[src/rtl/result_tx_serializer.sv]
// Serialises a latched DATA_W-bit result to a UART Tx core one character at a time,
// as ASCII hex or raw bytes, with a one-deep pending buffer and an optional terminator.
module result_tx_serializer #(
  parameter int         DATA_W    = 32,
  parameter int         ASCII_HEX = 1,
  parameter int         LSB_FIRST = 0,
  parameter int         TERM_EN   = 1,
  parameter logic [7:0] TERM_CHAR = 8'h0A
) (
  input  logic              clk,
  input  logic              reset,
  input  logic [DATA_W-1:0] in_data,
  input  logic              new_result,
  input  logic              tx_done,
  output logic [7:0]        out_data,
  output logic              tx_start,
  output logic              data_done,
  output logic              busy,
  output logic              overrun
);

  localparam int CHAR_BITS = (ASCII_HEX != 0) ? 4 : 8;
  localparam int N_CHARS   = DATA_W / CHAR_BITS;
  localparam int CNT_W     = $clog2(N_CHARS + 1);

  typedef enum logic [2:0] {IDLE, SEND, WAIT, TSEND, TWAIT, FIN} state_t;

  state_t            state;
  logic [DATA_W-1:0] shreg;
  logic [DATA_W-1:0] pend_data;
  logic              pend_valid;
  logic [CNT_W-1:0]  cnt;
  logic [7:0]        char_raw;
  logic [7:0]        char_enc;

  function automatic logic [7:0] hex_char(input logic [3:0] n);
    return (n < 4'd10) ? (8'h30 + {4'h0, n}) : (8'h37 + {4'h0, n});
  endfunction

  // The outgoing character always sits at the end of the shift register facing the UART.
  always_comb begin
    char_raw = (LSB_FIRST != 0) ? shreg[7:0] : shreg[DATA_W-1 -: 8];
    if (ASCII_HEX != 0)
      char_enc = hex_char((LSB_FIRST != 0) ? char_raw[3:0] : char_raw[7:4]);
    else
      char_enc = char_raw;
  end

  always_ff @(posedge clk) begin
    if (reset) begin
      state      <= IDLE;
      out_data   <= '0;
      tx_start   <= 1'b0;
      data_done  <= 1'b0;
      busy       <= 1'b0;
      overrun    <= 1'b0;
      pend_valid <= 1'b0;
    end else begin
      tx_start  <= 1'b0;
      data_done <= 1'b0;
      overrun   <= 1'b0;
      busy      <= (state != IDLE);

      // Arrivals during a frame go to the pending slot, or are dropped if it is full.
      if (new_result && state != IDLE) begin
        if (!pend_valid) begin
          pend_data  <= in_data;
          pend_valid <= 1'b1;
        end else begin
          overrun <= 1'b1;
        end
      end

      case (state)
        IDLE: begin
          cnt <= CNT_W'(N_CHARS);
          if (pend_valid) begin
            shreg <= pend_data;
            state <= SEND;
            if (new_result)
              pend_data <= in_data;
            else
              pend_valid <= 1'b0;
          end else if (new_result) begin
            shreg <= in_data;
            state <= SEND;
          end
        end
        SEND: begin
          out_data <= char_enc;
          tx_start <= 1'b1;
          cnt      <= cnt - 1'b1;
          shreg    <= (LSB_FIRST != 0) ? (shreg >> CHAR_BITS) : (shreg << CHAR_BITS);
          state    <= WAIT;
        end
        WAIT: begin
          if (tx_done) begin
            if (cnt != '0)
              state <= SEND;
            else if (TERM_EN != 0)
              state <= TSEND;
            else
              state <= FIN;
          end
        end
        TSEND: begin
          out_data <= TERM_CHAR;
          tx_start <= 1'b1;
          state    <= TWAIT;
        end
        TWAIT: begin
          if (tx_done)
            state <= FIN;
        end
        FIN: begin
          data_done <= 1'b1;
          state     <= IDLE;
        end
        default: state <= IDLE;
      endcase
    end
  end

endmodule

[config.mk]
export PLATFORM = sky130hd
export DESIGN_NAME = result_tx_serializer
export DESIGN_NICKNAME = d
export VERILOG_FILES = /design/src/rtl/result_tx_serializer.sv
export SDC_FILE = /design/constraint.sdc
export NUM_CORES = 1
export LEC_CHECK = 0
export ABC_AREA = 1
export CAP_MARGIN = 40
export CORE_MARGIN = 5
export CORE_UTILIZATION = 46
export DETAILED_ROUTE_END_ITERATION = 6
export GPL_ROUTABILITY_DRIVEN = 0
export HOLD_SLACK_MARGIN = 0.1
export PLACE_DENSITY = 0.68
export SETUP_SLACK_MARGIN = 0.05
export SYNTH_ARGS = -nofsm -noshare
export SYNTH_HDL_FRONTEND = slang
export SYNTH_SLANG_ARGS = --single-unit
[constraint.sdc]
create_clock -name clk -period 3.4 [get_ports clk]
set_clock_uncertainty 0.05 [all_clocks]
set_input_delay 0.68 -clock clk [delete_from_list [all_inputs] [get_ports clk]]
set_output_delay 0.68 -clock clk [all_outputs]
set_load 0.05 [all_outputs]
==> impl_metrics.env <==
export IMPL_mappedNetlistArea_sq_mm=0.00427
export IMPL_finalHoldViolCount=0
export IMPL_crit_arrival_ns=2.32
export IMPL_grt_pass1_vias=3361
export IMPL_clockBufferDepth=2
export IMPL_routed_wl_um=9570
export IMPL_ios=48
export IMPL_wl_per_cell_um=14.5
export IMPL_grt_max_degree=47
export IMPL_cap_violations=0
export IMPL_yosysMostFrequentCell="nand2_1"
export IMPL_fmax_mhz=422
export IMPL_fin_crit_sh=0.696
export IMPL_dp_hpwl_um=5950
export IMPL_nFillCells=868
export IMPL_gr_total_overflow=0
export IMPL_min_delay_path_depth=2
export IMPL_async_flop_share=0
export IMPL_ys_ff_latch=83
export IMPL_grt_util_met1=0.243
export IMPL_multi_input_area_sq_mm=0.00165
export IMPL_synth_distinct_cells=24
export IMPL_first_pass_iters=4
export IMPL_seq_area_sq_mm=0.00234
export IMPL_rsz0062_at_grt="no"
export IMPL_ant_nets=0
export IMPL_relSlewSlack=0.432
export IMPL_cp_end_kind="register"
export IMPL_num_antenna_cells=0
export IMPL_place_ws_ns=0.618
export IMPL_ir_worst_vdd_v=0.000296
export IMPL_num_nets_final=584
export IMPL_syn_nets=551
export IMPL_cts_sinks=83
export IMPL_antenna_found_initial=0
export IMPL_critPathLaunchType="input pin"
export IMPL_area_growth_pct=15.9
export IMPL_yosysWarningCount=0
export IMPL_busiest_layer="met2"
export IMPL_cts_tree="built"
export IMPL_setup_ws_ns=1.03
export IMPL_outcome="completed"
export IMPL_grt_use_met3=0.0370
export IMPL_worst_pin_slew_ns=0.850
export IMPL_synth_flop_cell="edfxtp_1"
export IMPL_fp_row_count=35
export IMPL_die_w_um=106
export IMPL_path_common_cell="buf_4"
export IMPL_grt_pass1_wl_um=16000
export IMPL_synth_top_area_frac=0.478
export IMPL_synth_top_cell_by_area="edfxtp_1"
export IMPL_path_cells="clkdlybuf4s50_1 > buf_4 > nor3_1 > nand2_1 > inv_1 > buf_4"
export IMPL_cpPeakStageDelay_ns=0.48
export IMPL_via_count=3531
export IMPL_cts_resized=0
export IMPL_setup_tns_ns=0
export IMPL_insertion_delay_ns=0.35
export IMPL_synth_area_per_cell_sq_um=8.35
export IMPL_synth_cells=512
export IMPL_cts_max_level=3
export IMPL_die_height_um=106
export IMPL_period_minus_slack_ns=2.37
export IMPL_met2_usage=0.277
export IMPL_ys_seq_area_frac=0.548
export IMPL_portBuffers=46
export IMPL_vias_per_cell=5.34
export IMPL_cts_inserted_buffers=9
export IMPL_min_from="out_data[5]$_SDFFE_PP0P_"
export IMPL_core_sq_mm=0.00915
export IMPL_finalSetupViolations=0
export IMPL_ctsRootBufferMaster="clkbuf_8"
export IMPL_min_to="out_data[5]$_SDFFE_PP0P_"
export IMPL_rrSetupSlack_ns=1.33
export IMPL_cts_hold_buf=0
export IMPL_start_util=0.467
export IMPL_clk_pin_slew_ns=0.08
export IMPL_track_usage=0.178
export IMPL_cts_setup_buffers=0
export IMPL_cellPowerDensity_mw_per_mm2=778
export IMPL_detail_route_iter0_violations=291
export IMPL_maxSlewViolCount=0
export IMPL_cp_slowest_cell="nor3_1"
export IMPL_r2r_cells=6
export IMPL_r2r_start="pend_valid$_SDFF_PP0_"
export IMPL_worstSetupPathType="input pin to register"
export IMPL_dieArea_sq_mm=0.0113
export IMPL_drc_errors=0
export IMPL_synth_edff_count=68
export IMPL_yosys_top_cells_area="edfxtp_1 (48%), nand2_1 (18%), dfxtp_1 (7.0%)"
export IMPL_synth_top_cells_by_count="nand2_1 (202), edfxtp_1 (68), nand3_1 (59)"
export IMPL_p_leak_nw=2.01
export IMPL_crit_required_ns=3.35
export IMPL_drive_gt1_frac=0.0527
export IMPL_critPathMaxFanout=32
export IMPL_hold_class="register to register"
==> cell type report <==
cell class,count,share of cell area
inverter,31,0.0245
tap,111,0.0280
timing repair buffer,50,0.0990
multi-input combinational,370,0.334
clock buffer,10,0.0258
sequential,83,0.473
clock inverter,6,0.0162
==> worst max-delay path by stage <==
stage | startpoint | to
after floorplan | reset | register
after global placement | reset | shreg[6]$_DFFE_PP_
after detailed placement | reset | shreg[6]$_DFFE_PP_
after CTS | reset | shreg[27]$_DFFE_PP_
after global routing | reset | shreg[16]$_DFFE_PP_
final | reset | shreg[23]$_DFFE_PP_
==> critical path: cells and delay by family <==
| family | cells | cell delay (ns) |
|---|---|---|
| and+or+nand+nor | 2 | 0.60 |
| buffers and inverters | 4 | 1.03 |
==> per-layer routing <==
layer	vias to the layer above	routed length, um
met2	107	4530
met5	-	0
met4	0	146
met3	12	549
met1	1643	4350
li1	1769	-
==> metrics by stage <==
| stage | total power [mW] | instance area, sq um | hold slack, ns | cells | utilization |
|---|---|---|---|---|---|
| 4_1_cts | 3.88 | 4950 | 0.415 | 661 | 0.541 |
| 3_5_place_dp | 3.12 | 4750 | 0.402 | 645 | 0.519 |
| 6_report | 3.85 | 4950 | 0.411 | 661 | 0.541 |
| 2_1_floorplan | 2.78 | 4270 | 0.450 | 512 | - |
| 3_3_place_gp | 3.07 | 4750 | 0.404 | 645 | 0.519 |
| 5_1_grt | 4.14 | 4950 | 0.452 | 661 | 0.541 |
==> placed cells by master, fill, tap and decap left out <==
cell type | synthesis | final
nand2_1 | 202 | 202
edfxtp_1 | 68 | 68
nand3_1 | 59 | 59
clkdlybuf4s50_1 | 0 | 46
nor2_1 | 37 | 37
inv_1 | 27 | 27
o21ai_0 | 26 | 26
a31oi_1 | 18 | 17
dfxtp_1 | 15 | 15
a21oi_1 | 13 | 13
clkbuf_8 | 0 | 9
buf_4 | 12 | 4
nand2_4 | 3 | 3
ha_1 | 3 | 3
nor2_4 | 2 | 2
inv_2 | 2 | 2
inv_4 | 2 | 2
nor3_1 | 2 | 2
clkinv_1 | 0 | 2
bufinv_16 | 0 | 2
a31oi_4 | 0 | 1
nand2_2 | 1 | 1
nor3_2 | 1 | 1
xnor2_1 | 1 | 1
nor4_1 | 1 | 1
conb_1 | 1 | 1
clkinv_2 | 0 | 1
clkinvlp_4 | 0 | 1
clkbuf_1 | 4 | 1
==> logic make-up after synthesis <==
group | Yosys count | synth area share
AND/OR/NAND/NOR | 308 | 0.300
AO/OA/AOI/OAI | 57 | 0.0720
other | 1 | 0.000877
adder cells (fa/ha/maj) | 3 | 0.00878
XOR/XNOR | 1 | 0.00205
buffers and inverters | 59 | 0.0685
flip-flops | 83 | 0.548
==> where the power goes <==
group / internal, mW / leakage (nW) / total, mW / switching [mW]
sequential: 1.57 / 0.779 / 1.71 / 0.141
clock: 0.408 / 0.101 / 0.762 / 0.353
combinational: 0.441 / 1.13 / 1.38 / 0.942
Note: power is estimated with default switching activity, not from simulation.
==> edit 1: new RTL, same flow settings <==
Re-encode `state_t` (6 states) as Gray code, 3 bits wide.
--- a/src/rtl/result_tx_serializer.sv
+++ b/src/rtl/result_tx_serializer.sv
@@ -23,7 +23,7 @@
   localparam int N_CHARS   = DATA_W / CHAR_BITS;
   localparam int CNT_W     = $clog2(N_CHARS + 1);
 
-  typedef enum logic [2:0] {IDLE, SEND, WAIT, TSEND, TWAIT, FIN} state_t;
+  typedef enum logic [2:0] {IDLE = 3'b000, SEND = 3'b001, WAIT = 3'b011, TSEND = 3'b010, TWAIT = 3'b110, FIN = 3'b111} state_t;
 
   state_t            state;
   logic [DATA_W-1:0] shreg;
Formal check against the unedited RTL: no difference found for any inputs over 10 cycles, from zero or initial values and one cycle with reset high; not proved beyond that.
==> edit 1 against the original RTL <==
Synthesized cell count is 2.5% lower; sequential cell count unchanged; synthesized area is 1.3% lower; wire length decreased by 6.5%; via count is 2.2% lower; core utilization is 0.43 points lower; setup slack improved by 150 ps; power is 8.9% higher; register-to-register slack improved by 70 ps; design area shrank 1.3%.
==> edit 1: results (changes against the original RTL) <==
Post-Route WL 8.95 mm (-6.5%); Crit-path slowest cell clkdlybuf4s50_1; maximum clock insertion buffer count 2 (unchanged); Final Cycle Share 65.3% (-4.4 points); Synth Area in XOR/XNOR 0% (-0.20 points); Slew @ Worst Pin 633 ps (-217 ps); crit-path max cell delay 800 ps (+320 ps); largest net degree at the start of global routing 64 (+36%); routed length per instance 13.7 um (-5.1%); Syn Area/Cell 8.45 um2 (+1.2%); placed cell area 0.00470 mm2 (-0.92%); GRT Util Overall 17.0% (-0.83 points); share of cells above drive strength 1 5.74% (+0.47 points); Mapped Nets 537 (-2.5%); sum of net half-perimeters after detailed placement 5.60 mm (-5.9%); outcome complete, no violations; Worst Setup Slack post-DPL 913 ps (+295 ps); placed insts 635 (-1.6%); NumNets Final 573 (-1.9%); Fill cells 845 (-2.6%); HP Start out_data[4]$_SDFFE_PP0P_; Worst setup startpoint out_data[1]$_SDFFE_PP0P_; vias in the first global route 3418 (+1.7%); vias per std cell 5.30 (-0.74%); worst-path fanout max 2 (-94%); top post-synthesis cells by area edfxtp_1 48%, nand2_1 15%, dfxtp_1 7.1%; Post-Synth Adder-Cell Area 0.593% (-0.28 points); sequential fraction of the synthesis area 55.5% (+0.75 points); post-synthesis compound-gate area fraction 12.4% (+5.2 points); Worst setup endpoint out_data[1]; P_leak 0.00204 uW (+1.3%); Worst EP arrival 1490 ps (-830 ps); first-pass GRT wire length 15.5 mm (-3.4%); Switch Pwr 1650 uW (+15%)
edit 1: changes by cell type after synthesis, sizes merged, moves of 5 or more:
cell / unedited run / this run
nand2: 206 / 178
o22ai: 0 / 12
nand3: 59 / 6
inv: 31 / 36
a31oi: 18 / 37
nor2: 39 / 68
edit 1: tightest hold or removal path, delay by kind of cell (launching register included):
kind             cells  cell delay [ps]
flip-flops           1              320
AO/OA/AOI/OAI        1               50
AND/OR/NAND/NOR      1               60
edit 1: cell type report:
cell class / instances / area share (%)
multi-input cells: 353 / 32.2
flip-flops and latches: 83 / 47.9
well taps: 111 / 2.84
clock inverters: 3 / 0.409
inverters: 36 / 2.86
repair buffers: 52 / 10.3
clock buffers: 13 / 3.45
edit 1: power by group through the flow:
stage	sequential, uW	clock [uW]	combinational, uW
2_1_floorplan	1960	0	1200
3_3_place_gp	1830	0	1660
3_5_place_dp	1850	0	1710
4_1_cts	1830	698	1720
5_1_grt	1880	746	1940
6_report	1830	678	1690
edit 1: per-layer routing:
metal	vias to the layer above	wire, um	track usage [%]
met5	-	0	0
met4	0	61	5.00
met3	6	518	3.61
met2	84	4620	30.7
met1	1620	3750	20.2
li1	1742	-	-
edit 1: worst min-delay path by stage:
stage                                to  slack [ps]  cells after the start
2_1_floorplan        overrun$_SDFF_PP0_         400                      2
3_3_place_gp   out_data[5]$_SDFFE_PP0P_         400                      2
3_5_place_dp   out_data[2]$_SDFFE_PP0P_         410                      2
4_1_cts        out_data[2]$_SDFFE_PP0P_         420                      2
5_1_grt        out_data[4]$_SDFFE_PP0P_         430                      2
6_report       out_data[4]$_SDFFE_PP0P_         420                      2
==> edit 2: new RTL, same settings <==
Made on the original files. `DATA_W`: 32 -> 64.
--- a/src/rtl/result_tx_serializer.sv
+++ b/src/rtl/result_tx_serializer.sv
@@ -1,7 +1,7 @@
 // Serialises a latched DATA_W-bit result to a UART Tx core one character at a time,
 // as ASCII hex or raw bytes, with a one-deep pending buffer and an optional terminator.
 module result_tx_serializer #(
-  parameter int         DATA_W    = 32,
+  parameter int         DATA_W    = 64,
   parameter int         ASCII_HEX = 1,
   parameter int         LSB_FIRST = 0,
   parameter int         TERM_EN   = 1,
Ports: changed (resized in_data); port bits go from 48 to 80. No check against the original RTL was run, so the function may have changed too.
==> edit 2 against the original RTL <==
Hold slack better by 3.9 ps; power up 93%; design area up 87%; sequential cell count up 65; wire length up 99%; largest cell class unchanged; first-iteration DRC count up 96%; register-to-register slack worse by 220 ps; global-route usage up 1.7 points; fmax up 2.3%; synthesized area up 80%; setup slack better by 52 ps; synthesized cell count up 77%.
==> edit 2: results (changes against the original RTL) <==
outcome complete, no violations; Mapped Nets 978 (+77%); HP Start out_data[6]$_SDFFE_PP0P_; Worst EP arrival 1580 ps (-740 ps); Clock H-tree levels 4 (+1); largest net degree at the start of global routing 84 (+79%); Commonest cells post-synth 369 x nand2_1, 133 x edfxtp_1, 120 x nand3_1; Worst setup startpoint out_data[3]$_SDFFE_PP0P_; first-pass GRT wire length 30.7 mm (+92%); 1st-iter DRT viols 570 (+96%); sequential fraction of the synthesis area 55.9% (+1.1 points); cts bufs inserted 17 (+8); worst skew pair latency 430 ps (+80 ps); sum of net half-perimeters after detailed placement 11.2 mm (+88%); clock power share 26.6% (+6.8 points); worst-path fanout max 2 (-94%); maximum VDD drop 0.000434 V (+47%); top post-synthesis cells by area edfxtp_1 52%, nand2_1 18%, nand3_1 7.8%; vias per std cell 5.41 (+1.3%); placed cell area 0.00860 mm2 (+81%); drt first pass iters 5 (+1); Crit-path slowest cell clkdlybuf4s50_1; Reg power frac 41.5% (-2.8 points); routed length per instance 15.9 um (+9.9%); Syn Area/Cell 8.47 um2 (+1.4%); worst hold endpoint out_data[6]$_SDFFE_PP0P_; vias in the first global route 6104 (+82%); r2r setup slk 1110 ps (-220 ps); Synth Area in XOR/XNOR 0.114% (-0.091 points); NumNets Final 1036 (+77%); P_leak 0.00377 uW (+87%); Slew @ Worst Pin 918 ps (+67.1 ps); GRT Util Overall 19.5% (+1.7 points); clock-pin slew on the worst setup and hold paths 60 ps (-20 ps); Post-Synth Adder-Cell Area 0.489% (-0.39 points); Port Buffers 78 (+70%); post-synthesis compound-gate area fraction 6.71% (-0.49 points); Post-synth EDFFs 133 (+96%); fmax 432 MHz (+2.3%); CTS Root Cell clkbuf_16; design area 0.00924 mm2 (+87%); Final Instance Count excl. Fillers 1198 (+81%)
-- edit 2: cell types whose count changed after synthesis, sizes merged, moves of 2 or more --
cell / unedited run / this run
o21ai: 26 / 31
nand3: 59 / 120
clkbuf: 4 / 6
edfxtp: 68 / 133
buf: 24 / 50
nand2: 206 / 372
inv: 31 / 37
a31oi: 18 / 48
nor2: 39 / 73
nor3: 3 / 5
-- edit 2: layout make-up --
| class | instances | area share, % |
|---|---|---|
| Sequential cell | 148 | 46.5 |
| Multi-Input combinational cell | 666 | 31.5 |
| Timing Repair Buffer | 95 | 10.6 |
| Clock buffer | 24 | 6.38 |
| Tap cell | 220 | 2.98 |
| Inverter | 37 | 1.50 |
| Clock inverter | 8 | 0.542 |
-- edit 2: layer usage --
metal  vias up  global-route usage [%]  routed length [um]
met5         -                       0                   0
met4         0                    6.08                 309
met1      3066                    25.8                8420
li1       3175                       -                   -
met2       220                    32.5                9210
met3        23                    4.05                1130
